`src/rtl/serial_subtractor_pkg.sv`:
```
// Shared constants for the bit-serial subtractor: FSM encoding, default width
// and the signed-overflow rule applied on completion.
package serial_subtractor_pkg;

    localparam int DEFAULT_WIDTH = 8;

    localparam logic [1:0] ST_IDLE  = 2'd0;
    localparam logic [1:0] ST_SHIFT = 2'd1;
    localparam logic [1:0] ST_DONE  = 2'd2;

    // Overflow depends only on operand signs and result sign; borrow_in never changes the rule.
    function automatic logic ovf_rule(input logic a_msb, input logic b_msb, input logic d_msb);
        return (a_msb ^ b_msb) & (d_msb ^ a_msb);
    endfunction

endpackage

```
`src/rtl/serial_subtractor_full_subtractor.sv`:
```
// Single-bit full subtractor cell: D = A - B - Brin, Brout set on underflow.
module full_subtractor (
    input  logic A,
    input  logic B,
    input  logic Brin,
    output logic D,
    output logic Brout
);

    assign D     = A ^ B ^ Brin;
    assign Brout = (~A & B) | (~(A ^ B) & Brin);

endmodule

```
`src/rtl/serial_subtractor.sv`:
```
// Bit-serial WIDTH-bit subtractor: one full_subtractor cell, borrow carried in a
// flip-flop, start/ready/done handshake with registered results.
module serial_subtractor
    import serial_subtractor_pkg::*;
#(
    parameter int WIDTH = DEFAULT_WIDTH
) (
    input  logic             clk,
    input  logic             reset_n,
    input  logic             start,
    input  logic [WIDTH-1:0] a,
    input  logic [WIDTH-1:0] b,
    input  logic             borrow_in,
    output logic             ready,
    output logic             done,
    output logic [WIDTH-1:0] diff,
    output logic             borrow,
    output logic             ovf
);

    localparam int CW = ($clog2(WIDTH) > 1) ? $clog2(WIDTH) : 1;
    localparam logic [CW-1:0] CNT_LAST = CW'(WIDTH - 1);

    logic [1:0]       state_r;
    logic [1:0]       next_state_s;
    logic [WIDTH-1:0] sa_r;
    logic [WIDTH-1:0] sb_r;
    logic [WIDTH-1:0] res_r;
    logic [CW-1:0]    cnt_r;
    logic             brw_r;
    logic             a_msb_r;
    logic             b_msb_r;
    logic             ready_r;
    logic             done_r;
    logic [WIDTH-1:0] diff_r;
    logic             borrow_r;
    logic             ovf_r;
    logic             d_s;
    logic             brout_s;
    logic             accept_s;
    logic             finish_s;
    logic             ready_next_s;
    logic             done_next_s;

    full_subtractor u_cell (
        .A     (sa_r[0]),
        .B     (sb_r[0]),
        .Brin  (brw_r),
        .D     (d_s),
        .Brout (brout_s)
    );

    assign accept_s = (state_r == ST_IDLE) && start;
    assign finish_s = (state_r == ST_SHIFT) && (cnt_r == CNT_LAST);

    // FSM state register
    always_ff @(posedge clk or negedge reset_n) begin
        if (!reset_n) begin
            state_r <= ST_IDLE;
        end else begin
            state_r <= next_state_s;
        end
    end

    // FSM next-state decode
    always_comb begin
        next_state_s = state_r;
        case (state_r)
            ST_IDLE: begin
                if (start) next_state_s = ST_SHIFT;
                else       next_state_s = ST_IDLE;
            end
            ST_SHIFT: begin
                if (cnt_r == CNT_LAST) next_state_s = ST_DONE;
                else                   next_state_s = ST_SHIFT;
            end
            ST_DONE: next_state_s = ST_IDLE;
            default: next_state_s = ST_IDLE;
        endcase
    end

    // Handshake decode from the upcoming state, registered below
    always_comb begin
        ready_next_s = 1'b0;
        done_next_s  = 1'b0;
        case (next_state_s)
            ST_IDLE:  ready_next_s = 1'b1;
            ST_SHIFT: ready_next_s = 1'b0;
            ST_DONE:  done_next_s  = 1'b1;
            default: begin
                ready_next_s = 1'b0;
                done_next_s  = 1'b0;
            end
        endcase
    end

    // Operand shifters, borrow FF, bit counter and partial result
    always_ff @(posedge clk or negedge reset_n) begin
        if (!reset_n) begin
            sa_r    <= '0;
            sb_r    <= '0;
            res_r   <= '0;
            cnt_r   <= '0;
            brw_r   <= 1'b0;
            a_msb_r <= 1'b0;
            b_msb_r <= 1'b0;
        end else if (accept_s) begin
            sa_r    <= a;
            sb_r    <= b;
            res_r   <= '0;
            cnt_r   <= '0;
            brw_r   <= borrow_in;
            a_msb_r <= a[WIDTH-1];
            b_msb_r <= b[WIDTH-1];
        end else if (state_r == ST_SHIFT) begin
            sa_r  <= {1'b0, sa_r[WIDTH-1:1]};
            sb_r  <= {1'b0, sb_r[WIDTH-1:1]};
            res_r <= {d_s, res_r[WIDTH-1:1]};
            brw_r <= brout_s;
            // Hold on the last bit so the counter never wraps inside an operation.
            if (cnt_r != CNT_LAST) cnt_r <= cnt_r + CW'(1);
            else                   cnt_r <= cnt_r;
        end else begin
            sa_r  <= sa_r;
            sb_r  <= sb_r;
            res_r <= res_r;
            cnt_r <= cnt_r;
            brw_r <= brw_r;
        end
    end

    // Output registers: results update only when entering DONE
    always_ff @(posedge clk or negedge reset_n) begin
        if (!reset_n) begin
            ready_r  <= 1'b1;
            done_r   <= 1'b0;
            diff_r   <= '0;
            borrow_r <= 1'b0;
            ovf_r    <= 1'b0;
        end else begin
            ready_r <= ready_next_s;
            done_r  <= done_next_s;
            if (finish_s) begin
                diff_r   <= {d_s, res_r[WIDTH-1:1]};
                borrow_r <= brout_s;
                ovf_r    <= ovf_rule(a_msb_r, b_msb_r, d_s);
            end else begin
                diff_r   <= diff_r;
                borrow_r <= borrow_r;
                ovf_r    <= ovf_r;
            end
        end
    end

    assign ready  = ready_r;
    assign done   = done_r;
    assign diff   = diff_r;
    assign borrow = borrow_r;
    assign ovf    = ovf_r;

endmodule
```
`config.mk`:
```
export PLATFORM = sky130hd
export DESIGN_NAME = serial_subtractor
export DESIGN_NICKNAME = d
export VERILOG_FILES = /design/src/rtl/serial_subtractor_pkg.sv /design/src/rtl/serial_subtractor_full_subtractor.sv /design/src/rtl/serial_subtractor.sv
export SDC_FILE = /design/constraint.sdc
export NUM_CORES = 1
export LEC_CHECK = 0
export BUFFER_PORTS_ARGS = -buffer_cell sky130_fd_sc_hd__clkbuf_2
export CORE_MARGIN = 5
export CORE_UTILIZATION = 35
export CTS_CLUSTER_DIAMETER = 80
export DETAILED_ROUTE_END_ITERATION = 12
export PLACE_DENSITY = 0.65
export SETUP_SLACK_MARGIN = 0.02
export SYNTH_ARGS = -nofsm -noshare
export SYNTH_HDL_FRONTEND = slang
export SYNTH_HIERARCHICAL = 1
export SYNTH_SLANG_ARGS = --single-unit
```
`constraint.sdc`:
```
create_clock -name clk -period 4.15 [get_ports clk]
set_input_delay 0.83 -clock clk [delete_from_list [all_inputs] [get_ports clk]]
set_output_delay 0.83 -clock clk [all_outputs]
set_load 0.03 [all_outputs]
```
After elaboration in Yosys (flattened, before gate mapping). Index checks and enable logic that the tools add are counted. W data, S select, Z words.

Register bits: 44. Bits in latches: 0. Memory bits (writable): 0. Memory bits (read-only): 0. Input port bits: 20. Output and inout port bits: 12. Word-level logic and storage cells: 51. Memories kept: 0.

Add/subtract/negate cells: 1. Multiply operators: 0. Divide/modulo/power cells: 0. Magnitude comparators: 0. Eq/ne operators: 4. Shifts and indexed selects: 0. Muxes and demuxes: 16. Bitwise gates (word level): 10. Reduce and logical (&&, ||, !) cells: 7.

Operators with widths (number): $mux W8 (6); $mux W3 (3); $mux W1 (5); $logic_not A2 Y1 (2); $pmux W2 S2 (1); $reduce_bool A2 Y1 (2); $xor A1 B1 Y1 (4); $add A3 B1 Y3 const B (1); $and A1 B1 Y1 (3); $eq A3 B3 Y1 const B (1); $ne A3 B3 Y1 const B (1); $eq A2 B1 Y1 const B (1); $eq A2 B2 Y1 const B (1); $logic_and A1 B1 Y1 (2); $mux W2 (1); $not A1 Y1 (2); $reduce_and A2 Y1 (1); $or A1 B1 Y1 (1).

Longest topological paths before layout.
Word-level depth: 6. Gate-level depth with buffers: 7. Mapped depth without buffers: 5.

Cells and area by module. The synthesis kept the hierarchy.

By module, submodules not included: serial_subtractor (instances 1, cells an instance 145, area each 1765.4 um^2, seq. area each 1077.3 um^2); full_subtractor (instances 1, cells an instance 4, area each 31.3 um^2, seq. area each 0.0 um^2).

Worst setup path after synthesis. Ideal clock, no wire load.

Path kind: input to register. Start point: input port start. End point: register a_msb_r. Setup time: 0.128 ns. Data arrival time: 1.559 ns. Required time: 4.022 ns. Slack: 2.464 ns. Stages: 4. Buffers on the path: 1. Cell sequence: nor2b_1 buf_2 nor2b_4 mux2_1.

Word-level cells in the longest chain between the ends: 1.

RTL lines: start, declared (line serial_subtractor.sv:10) `input logic start,`; $logic_and A1 B1 Y1 (line serial_subtractor.sv:53) `assign accept_s = (state_r == ST_IDLE) && start;`; end signal, assigned (line serial_subtractor.sv:113) `a_msb_r <= a[WIDTH-1];`; end, declared (line serial_subtractor.sv:31) `logic a_msb_r;`.

No other way between the ends. A chain may end at the register's enable or synchronous reset.

Final worst setup path.
Start point: register state_r[0]. End point: register cnt_r[0].

Word-level cells in the longest chain between the ends: 4. Elaborated cells on any way between the ends: 7. Those cells by class: eq/ne (1); mux (1); reduce/logical (5).

RTL lines: start, declared (line serial_subtractor.sv:24) `logic [1:0] state_r;`; start signal, assigned (line serial_subtractor.sv:61) `state_r <= next_state_s;`; $logic_not A2 Y1 (line serial_subtractor.sv:53); $logic_and A1 B1 Y1 (line serial_subtractor.sv:53); $reduce_bool A2 Y1 (no source line); $reduce_and A2 Y1 (no source line); end signal, assigned (line serial_subtractor.sv:121) `if (cnt_r != CNT_LAST) cnt_r <= cnt_r + CW'(1);`; end signal, assigned (line serial_subtractor.sv:122) `else cnt_r <= cnt_r;`; end signal, assigned (line serial_subtractor.sv:127) `cnt_r <= cnt_r;`; end, declared (line serial_subtractor.sv:29) `logic [CW-1:0] cnt_r;`.

Parallel ways exist; a longest one is shown, timed or not.

==> impl_metrics.json <==
{
  "tightest_slew_ps": 1140,
  "antenna_left": 0,
  "grt_antenna_before_repair": 0,
  "ys_seq_elements": 43,
  "final_cell_mix": "dfrtp_1, clkbuf_2, nand2_1, o21ai_0, a22oi_1",
  "cts.clk_slew.worst_paths_ps": 70,
  "viasPerCell": 4.87,
  "synth-simple-area-share_pct": 7.24,
  "cts_tree": "done",
  "fmax_mhz": 496,
  "drc_errors": 0,
  "grt_max_degree": 44,
  "finalPower_mw": 1.53,
  "num_vias": 1203,
  "drt-initial-drc-count": 97,
  "grt_pass1_wl_um": 5900,
  "ys_seq_area_share_pct": 60.0,
  "final_common_cell": "dfrtp_1",
  "crit_chain": "o21bai_2, a22o_1",
  "ys_types": 25,
  "p_per_area_nw_per_um2": 735,
  "timing.final.hold_violations": 0,
  "hpwl_um": 2170,
  "cts_made_buffers": 5,
  "required_ps": 4380,
  "avgSynthCellArea_um2": 12.1,
  "cts_setup_buffers": 0,
  "drive_gt1_share_pct": 27.1,
  "drt_first_pass_iters": 4,
  "critPathKind": "reg2reg",
  "cts_buffer_depth": 2,
  "period_share_pct": 48.6,
  "synth_area_um2": 1800,
  "hold_path.class": "reg2reg",
  "critPathSlowestCell": "o21bai_2",
  "crit_family": "compound AO/OA/AOI/OAI gates",
  "portBuffers": 31,
  "rsz0062_at_grt": "no",
  "synthesis.nets": 172,
  "worst_hold_slack_ps": 481,
  "grt-ovfl-total": 0,
  "slew_headroom_pct": 23.9,
  "nets": 199,
  "synthCells": 149,
  "first_global_vias": 1223,
  "yosysWarningCount": 6,
  "cp.buffers_inverters": 0,
  "synth-compound-area-share_pct": 18.7,
  "drt-total-wl_um": 3390,
  "clock_sinks": 43,
  "synth_xor_area_share_pct": 0,
  "cp-start-kind": "flop",
  "synth-adder-area-share_pct": 2.51,
  "row_count": 26,
  "clock_skew_ps": 5.18,
  "die_w_um": 81.7,
  "cts-hold-fix-buffers": 0,
  "area_growth_pct": 16.1,
  "period_minus_slack_ps": 2020,
  "synth_top_family_by_area": "compound AO/OA/AOI/OAI gates",
  "path_max_fanout": 29,
  "p_leak_nw": 1.00,
  "n_fill_cell": 503,
  "n_antenna_cell": 0,
  "peakVddDrop_v": 0.000361,
  "setup_violations": 0,
  "initial_core_util_pct": 35.6,
  "die_h_um": 81.7,
  "cpPeakStageDelay_ps": 1010,
  "setup_tns_ps": 0,
  "core_um2": 5040,
  "slew_violations": 0,
  "cap_viol_max_count": 0,
  "status": "finished, final reports clean",
  "place.gp.congestion": 0.693,
  "cp-end-kind": "flop",
  "io-pin-count": 32,
  "post_cts_resized": 0,
  "htree_levels": 2,
  "root_buffer": "clkbuf_8",
  "worstPathArrival_ps": 2250,
  "grtUsageTotal_pct": 11.8,
  "synthMuxAreaShare_pct": 6.89,
  "routedWlPerCell_um": 13.7,
  "clk-insertion-delay-late_ps": 300,
  "die_area_um2": 6670
}
## cells in the mapped netlist
cell type,instances,area (um^2)
a22oi_1,15,113
nand2b_1,1,6.26
ha_1,2,25.0
a22o_1,13,114
nor2_1,1,3.75
nor2b_4,1,13.8
o21bai_1,1,7.51
mux2_2,5,56.3
dfrtp_1,42,1050
nor3_1,1,5.00
clkbuf_1,3,11.3
nor2b_1,3,18.8
fa_1,1,20.0
nand3b_2,1,11.3
o21ai_0,17,85.1
nand2_1,17,63.8
inv_1,5,18.8
buf_4,1,7.51
a21o_1,1,7.51
buf_6,1,11.3
dfstp_2,1,26.3
buf_2,7,35.0
mux2_1,6,67.6
a21oi_1,2,10.0
nor3b_1,1,7.51
## per-stage QoR
| stage | std cells | util, % | area [um^2] | setup slack, ps |
|---|---|---|---|---|
| after floorplan | 149 | - | 1800 | 2460 |
| after global placement | 239 | 39.4 | 1990 | 1980 |
| after detailed placement | 239 | 39.4 | 1990 | 1960 |
| after CTS | 247 | 41.4 | 2090 | 2100 |
| after global routing | 247 | 41.4 | 2090 | 1930 |
| final | 247 | 41.4 | 2090 | 2130 |
## where the power goes
| group | total, mW | switching (mW) | internal (mW) |
|---|---|---|---|
| registers | 0.715 | 0.125 | 0.590 |
| clock network | 0.288 | 0.137 | 0.152 |
| logic | 0.531 | 0.294 | 0.237 |
## logic make-up (layout without fill, tap and decap cells)
logic type	count (synthesis)	in the layout
compound gates	49	49
fa+ha+maj	3	3
buf+inv	17	45
flops	43	43
mux	11	11
simple gates	26	26
## worst paths after layout
path	from	end	slack, ps	cells past startpoint
worst min-delay path	sb_r[5]	sb_r[5]	480	2
worst max register to register	state_r[0]	cnt_r[0]	2130	2
worst max-delay path	state_r[0]	cnt_r[0]	2130	2
max in group asynchronous	reset_n	sb_r[3]	2790	1
worst min register to register	sb_r[5]	sb_r[5]	480	2
min in group asynchronous	reset_n	sb_r[2]	720	1
## state kept, by name (all words and copies together), names as in the netlist, 2 cells and up
name,cells
sa_r,8
res_r,7
diff,8
state_r,2
cnt_r,3
sb_r,8
## cell type report
cell class                 instances  area, um^2  share of cell area [%]
clock buffer                       8         100                    4.80
inverter                           5        18.8                   0.900
multi-input combinational         89         639                    30.7
sequential                        43        1080                    51.6
tap                               70        87.6                    4.20
timing repair buffer              32         163                    7.80
## routing by layer
metal / vias to the layer above / track usage (%) / routed length (um)
met5: - / 0 / 0
met4: 0 / 6.98 / 88
met3: 7 / 3.18 / 152
met2: 21 / 17.3 / 1580
met1: 594 / 15.6 / 1570
li1: 581 / - / -
## worst register-to-register path, stage by stage (launching register included)
cell	delay (ps)
dfrtp_1	670
o21bai_2	1010
a22o_1	280
No activity file was read; power rests on OpenSTA's default activity.
